File: src/rtl/dsp_addsub_arbiter_pkg.sv
// Shared constants and types for the round-robin arbiter in front of the single DSP add/sub unit.
// Contains FSM state codes, op codes, the latched-command struct and the signed-overflow helper.
package dsp_addsub_arbiter_pkg;

  localparam int DATA_W = 32;

  localparam logic [1:0] ST_IDLE  = 2'd0;
  localparam logic [1:0] ST_ISSUE = 2'd1;
  localparam logic [1:0] ST_HOLD  = 2'd2;

  localparam logic OP_ADD = 1'b0;
  localparam logic OP_SUB = 1'b1;

  typedef struct packed {
    logic              op;
    logic [DATA_W-1:0] a;
    logic [DATA_W-1:0] b;
  } cmd_t;

  // Two's complement overflow from the operand and result sign bits.
  function automatic logic signed_ovf(input logic op, input logic a31,
                                      input logic b31, input logic r31);
    if (op == OP_ADD) begin
      return (a31 == b31) && (r31 != a31);
    end
    return (a31 != b31) && (r31 != a31);
  endfunction

endpackage

File: src/rtl/rr_pick.sv
// Combinational round-robin picker: the first set request at or after ptr wins (wrapping mod N).
// Produces a one-hot grant, its index, and an any-request flag.
module rr_pick #(
  parameter int N    = 4,
  parameter int ID_W = $clog2(N)
) (
  input  logic [N-1:0]    req,
  input  logic [ID_W-1:0] ptr,
  output logic [N-1:0]    gnt,
  output logic [ID_W-1:0] gnt_idx,
  output logic            any
);

  // Scan from the farthest offset down so the nearest requester overwrites last.
  always_comb begin
    int idx;
    gnt     = '0;
    gnt_idx = '0;
    any     = |req;
    idx     = 0;
    for (int k = N - 1; k >= 0; k--) begin
      idx = int'(ptr) + k;
      if (idx >= N) begin
        idx = idx - N;
      end
      if (req[ID_W'(idx)]) begin
        gnt              = '0;
        gnt[ID_W'(idx)]  = 1'b1;
        gnt_idx          = ID_W'(idx);
      end
    end
  end

endmodule

File: src/rtl/dsp_addsub_arbiter.sv
// Shares one combinational 32-bit DSP add/sub between NUM_REQ requesters, round-robin arbitrated.
// Optional macro DSP_ARB_OVF_EN adds a registered signed-overflow flag rsp_ovf.
module dsp_addsub_arbiter
  import dsp_addsub_arbiter_pkg::*;
#(
  parameter int NUM_REQ = 4,
  parameter int ID_W    = 2
) (
  input  logic                      clk,
  input  logic                      rst,
  input  logic [NUM_REQ-1:0]        req_valid,
  output logic [NUM_REQ-1:0]        req_ready,
  input  logic [NUM_REQ-1:0]        req_op,
  input  logic [NUM_REQ*DATA_W-1:0] req_a,
  input  logic [NUM_REQ*DATA_W-1:0] req_b,
  output logic [DATA_W-1:0]         dsp_in1,
  output logic [DATA_W-1:0]         dsp_in2,
  output logic                      dsp_add_sub,
  input  logic [DATA_W-1:0]         dsp_out,
  output logic                      rsp_valid,
  input  logic                      rsp_ready,
  output logic [DATA_W-1:0]         rsp_data,
  output logic [ID_W-1:0]           rsp_id
`ifdef DSP_ARB_OVF_EN
  ,
  output logic                      rsp_ovf
`endif
);

  logic [DATA_W-1:0] a_arr [NUM_REQ];
  logic [DATA_W-1:0] b_arr [NUM_REQ];

  genvar gi;
  generate
    for (gi = 0; gi < NUM_REQ; gi++) begin : g_unpack
      assign a_arr[gi] = req_a[gi*DATA_W +: DATA_W];
      assign b_arr[gi] = req_b[gi*DATA_W +: DATA_W];
    end
  endgenerate

  logic [1:0]        state_q, state_d;
  logic [ID_W-1:0]   ptr_q, ptr_d;
  logic [ID_W-1:0]   id_q, id_d;
  cmd_t              cmd_q, cmd_d;
  logic              rsp_valid_q, rsp_valid_d;
  logic [DATA_W-1:0] rsp_data_q, rsp_data_d;
  logic [ID_W-1:0]   rsp_id_q, rsp_id_d;
`ifdef DSP_ARB_OVF_EN
  logic              ovf_q, ovf_d;
`endif

  logic [NUM_REQ-1:0] gnt;
  logic [ID_W-1:0]    gnt_idx;
  logic               any_req;
  logic               rsp_hs;
  logic               grant;

  rr_pick #(
    .N    (NUM_REQ),
    .ID_W (ID_W)
  ) u_pick (
    .req     (req_valid),
    .ptr     (ptr_q),
    .gnt     (gnt),
    .gnt_idx (gnt_idx),
    .any     (any_req)
  );

  // A new grant may overlap the response handshake so HOLD can go straight back to ISSUE.
  assign rsp_hs    = rsp_valid_q & rsp_ready;
  assign grant     = !rst && any_req &&
                     ((state_q == ST_IDLE) || ((state_q == ST_HOLD) && rsp_hs));
  assign req_ready = grant ? gnt : '0;

  always_comb begin
    state_d     = state_q;
    ptr_d       = ptr_q;
    id_d        = id_q;
    cmd_d       = cmd_q;
    rsp_valid_d = rsp_valid_q;
    rsp_data_d  = rsp_data_q;
    rsp_id_d    = rsp_id_q;
`ifdef DSP_ARB_OVF_EN
    ovf_d       = ovf_q;
`endif
    case (state_q)
      ST_IDLE: begin
        if (grant) state_d = ST_ISSUE;
      end
      ST_ISSUE: begin
        rsp_data_d  = dsp_out;
        rsp_id_d    = id_q;
        rsp_valid_d = 1'b1;
`ifdef DSP_ARB_OVF_EN
        ovf_d       = signed_ovf(cmd_q.op, cmd_q.a[DATA_W-1], cmd_q.b[DATA_W-1],
                                 dsp_out[DATA_W-1]);
`endif
        state_d     = ST_HOLD;
      end
      ST_HOLD: begin
        if (rsp_hs) begin
          rsp_valid_d = 1'b0;
          state_d     = grant ? ST_ISSUE : ST_IDLE;
        end
      end
      default: state_d = ST_IDLE;
    endcase
    if (grant) begin
      cmd_d.op = req_op[gnt_idx];
      cmd_d.a  = a_arr[gnt_idx];
      cmd_d.b  = b_arr[gnt_idx];
      id_d     = gnt_idx;
      ptr_d    = (gnt_idx == ID_W'(NUM_REQ - 1)) ? '0 : gnt_idx + 1'b1;
    end
  end

  always_ff @(posedge clk) begin
    if (rst) begin
      state_q     <= ST_IDLE;
      ptr_q       <= '0;
      id_q        <= '0;
      cmd_q       <= '0;
      rsp_valid_q <= 1'b0;
      rsp_data_q  <= '0;
      rsp_id_q    <= '0;
`ifdef DSP_ARB_OVF_EN
      ovf_q       <= 1'b0;
`endif
    end else begin
      state_q     <= state_d;
      ptr_q       <= ptr_d;
      id_q        <= id_d;
      cmd_q       <= cmd_d;
      rsp_valid_q <= rsp_valid_d;
      rsp_data_q  <= rsp_data_d;
      rsp_id_q    <= rsp_id_d;
`ifdef DSP_ARB_OVF_EN
      ovf_q       <= ovf_d;
`endif
    end
  end

  assign dsp_in1     = cmd_q.a;
  assign dsp_in2     = cmd_q.b;
  assign dsp_add_sub = cmd_q.op;
  assign rsp_valid   = rsp_valid_q;
  assign rsp_data    = rsp_data_q;
  assign rsp_id      = rsp_id_q;
`ifdef DSP_ARB_OVF_EN
  assign rsp_ovf     = ovf_q;
`endif

endmodule

File: config.mk
export PLATFORM = sky130hd
export DESIGN_NAME = dsp_addsub_arbiter
export DESIGN_NICKNAME = d
export VERILOG_FILES = /design/src/rtl/dsp_addsub_arbiter_pkg.sv /design/src/rtl/rr_pick.sv /design/src/rtl/dsp_addsub_arbiter.sv
export SDC_FILE = /design/constraint.sdc
export NUM_CORES = 1
export LEC_CHECK = 0
export ABC_AREA = 0
export CORE_AREA = 2 2 155 157
export CTS_CLUSTER_DIAMETER = 100
export CTS_CLUSTER_SIZE = 8
export DETAILED_ROUTE_END_ITERATION = 10
export DIE_AREA = 0 0 157 159
export SKIP_CTS_REPAIR_TIMING = 1
export SYNTH_ARGS = -nofsm -noshare
export SYNTH_HDL_FRONTEND = slang
export SYNTH_SLANG_ARGS = --single-unit
File: constraint.sdc
create_clock -name clk -period 3.62 [get_ports clk]
set_input_delay 0.543 -clock clk [delete_from_list [all_inputs] [get_ports clk]]
set_output_delay 0.543 -clock clk [all_outputs]
set_load 0.01 [all_outputs]
==> summary.txt <==
Yosys
  • Post-synthesis register bit count: about 110
  • Synth top area share: 36.52%
  • Cells after synthesis: approximately 560
  • Syn. warnings: 0
  • Synth area leaders: dfxtp_1 (37%), mux4_2 (19%), a22o_1 (8.4%)
  • Post-synth cell types: 34
  • Mapped Area: 5811 sq um
  • Post-synth top area cell: dfxtp_1
  • Simple-Gate Fraction of Synth Area: between 9 and 10%
  • Post-Syn Area per Cell: 10.41 sq um
  • XOR/XNOR Fraction of Synth Area: 0%
  • Post-synth net total: 865
  • Multiplexer share of the synthesized area: 26.31%
  • Top FF cell, synth: dfxtp_1
  • Main combinational cell family by area after synthesis: multiplexers
  • Number of enable flip-flop cells after synthesis: 0
  • Post-synth ARST share: 0%
  • Post-synthesis adder-cell area fraction: 1.723%
  • Register area share after synthesis: 36.52%
  • Synth Area in Compound Gates: between 20% and 30%

Critical path
  • CP Max Fanout: 10
  • Startpoint types: flip-flop
  • Kind of critical path: reg -> out
  • Worst-case reg-to-reg path depth: 10
  • Setup slack, reg-to-reg: 0.30 ns
  • Crit end category: output port
  • Arrival @ worst endpoint: 2.90 ns
  • Worst path required time: roughly 3.1 ns

Power
  • Seq pwr share: about a quarter
  • PwrDens: 613.6 nW/um^2
  • Logic pwr share: roughly 60%
  • Peak supply drop: 0.0003403 V
  • Clock power share: 14.8%
  • Leakage: between 0.003 and 0.004 uW
  • Sw Share: 36.49%
  • Psw: 2371 uW
  • Pint: a little over 4000 uW

Final layout
  • Final Util: 45.65%
  • Most frequent cells in the layout: clkdlybuf4s50_1 (402), dfxtp_1 (106), nand2_1 (76), a21oi_1 (70), a22o_1 (56)
  • Layout cells sized above 1: between 10% and 20%
  • P&R area growth vs syn: 82.19%
  • Fill cell count: roughly 2200
  • Commonest non-fill, non-tap cell in the layout: clkdlybuf4s50_1
  • Non-filler cells, final: 1273
  • NumNets Final: around 1300

Floorplanning
  • # rows: 56
  • I/O pin total: 403
  • Die Span Y: 159 um
  • Initial core utilization: between 20% and 30%
  • Die width: about 160 um
  • Total die area: 24960 sq um
  • Core ar.: about 23000 sq um

Routing
  • Final antenna-violating net count: 0
  • Via count: slightly above 6000
  • DRT Wirelength: 25580 um
  • Routed wire length per instance: 20.09 um
  • DR pass1 iterations: 4
  • DRC Markers: 0
  • Drt initial violations: about 290
  • Vias/cell: about 4.9

Placed design
  • Dpl cells: 1250
  • Gpl congestion: 0.8656
  • Final HPWL DP: between 15000 and 20000 um
  • IO buf count: 402
  • Pre-CTS setup slack: 0.1347 ns

GRT
  • Vias in the first global route: 5956
  • Total grt overflow: 0
  • GR Util All Layers: 19.37%
  • Largest net degree at the start of global routing: between 40 and 50
  • First-pass GRT wire length: 36690 um
  • Initial antenna violation count: 4

Timing
  • RSZ-0062 raised after global routing: false
  • Maximum clock rate: 0.2905 GHz
  • Period utilisation layout: 95.08%
  • Max Clock Skew: 0.01413 ns
  • Endpoints failing setup: 0
  • Fin Setup TNS: 0 ns
  • Rel. slew slack: 48.11%
  • Setup ws final: 0.1780 ns
  • Worst-Margin Slew: 0.7784 ns
  • Post-route minimum period: 3.442 ns
  • Slew Viols, Final: 0
  • Endpoints failing hold: 0

Clock network
  • CTS tree: yes
  • Max clock buf depth: 2
  • CTS Root Cell: clkbuf_16
  • Total CTS buffers: 9
  • Worst-path clk slew: 0.08 ns
  • Clk_lat worst skew: about 0.35 ns
  • H-tree lvl count: 3
  • Sink Count: 106

Min path
  • HP Class: reg -> reg
  • Hold path depth: 2

Job
  • Max-cap violations: 0

Status
  • Status: finished, final reports clean
## path summary, 6_finish.rpt
kind,from,to
worst max register to register,ptr_q[0]$_SDFFE_PP0P_,dsp_in2[28]$_SDFFE_PP0P_
worst min register to register,rsp_data[26]$_SDFFE_PP0P_,rsp_data[26]$_SDFFE_PP0P_
worst max-delay path,ptr_q[0]$_SDFFE_PP0P_,req_ready[3]
worst min-delay path,rsp_data[26]$_SDFFE_PP0P_,rsp_data[26]$_SDFFE_PP0P_
## cell type report
type	instances	area [sq um]	area share, %
Clock inverter	6	47.55	0.4491
Tap cell	319	399.1	3.770
Clock buffer	10	229.0	2.163
Sequential cell	106	2122	20.04
Antenna cell	4	10.01	0.09455
Inverter	7	28.78	0.2718
Multi-Input combinational cell	389	3451	32.60
Timing Repair Buffer	432	4299	40.61
## per-stage QoR
stage,power (uW),cell area (sq um),hold slack [ns]
floorplan,3953,5811,0.4323
global placement,5493,10240,0.4412
detailed placement,5520,10240,0.4458
CTS,6516,10520,0.4574
global route,6896,10580,0.4714
finish,6496,10590,0.4555
## routing by layer
metal,vias to the layer above,wire length (um),GRT usage [%]
met1,2982,10430,23.72
met5,-,17,0
li1,2907,-,-
met2,254,12480,32.83
met4,2,679,7.339
met3,37,1974,4.573
## registers in the layout, summed over array words and instances, names as in the netlist
| signal | count |
|---|---|
| dsp_add_sub | 1 |
| dsp_in1 | 32 |
| dsp_in2 | 32 |
| id_q | 2 |
| ptr_q | 2 |
| rsp_data | 32 |
| rsp_id | 2 |
| rsp_valid | 1 |
| state_q | 2 |
## power groups by stage
stage,Combinational (uW),Sequential [uW],Clock (uW)
floorplan,2180,1770,0
detailed placement,3860,1660,0
global route,4190,1680,1030
global placement,3840,1650,0
CTS,3870,1640,1000
finish,3900,1640,962
## critical path: stages, from the launching register on
cell and delay [ns]:
dfxtp_1 0.42, inv_1 0.17, ha_4 0.38, mux4_2 0.58, a221oi_1 0.23, a21oi_1 0.07, a21oi_1 0.16, nor2_1 0.06
clkdlybuf4s50_1 0.48
## cells by family (layout without fill, tap and decap cells)
logic type / after synthesis / count (layout)
AOI/OAI and AO/OA: 181 / 181
and+or+nand+nor: 124 / 124
DFF: 106 / 106
muxes: 75 / 76
buffers and inverters: 64 / 455
adders and majority gates: 8 / 8
other: 0 / 4
## cells in the mapped netlist, types with 2 or more instances
cell type and n:
mux2i_1 14, nor2b_1 3, nor3_1 6, nor2_1 18, mux2_2 2, nand2b_1 7
mux4_1 10, buf_2 17, dfxtp_1 106, ha_1 8, or3_1 3, and3_1 9
clkbuf_1 33, mux4_2 49, inv_1 7, nand2_1 76, a31o_2 9, a22oi_1 11
a21boi_0 11, o21a_1 2, o21ai_0 16, buf_1 2, a22o_1 56, buf_6 4
a21oi_1 70
(Power assumes the default switching activity.)
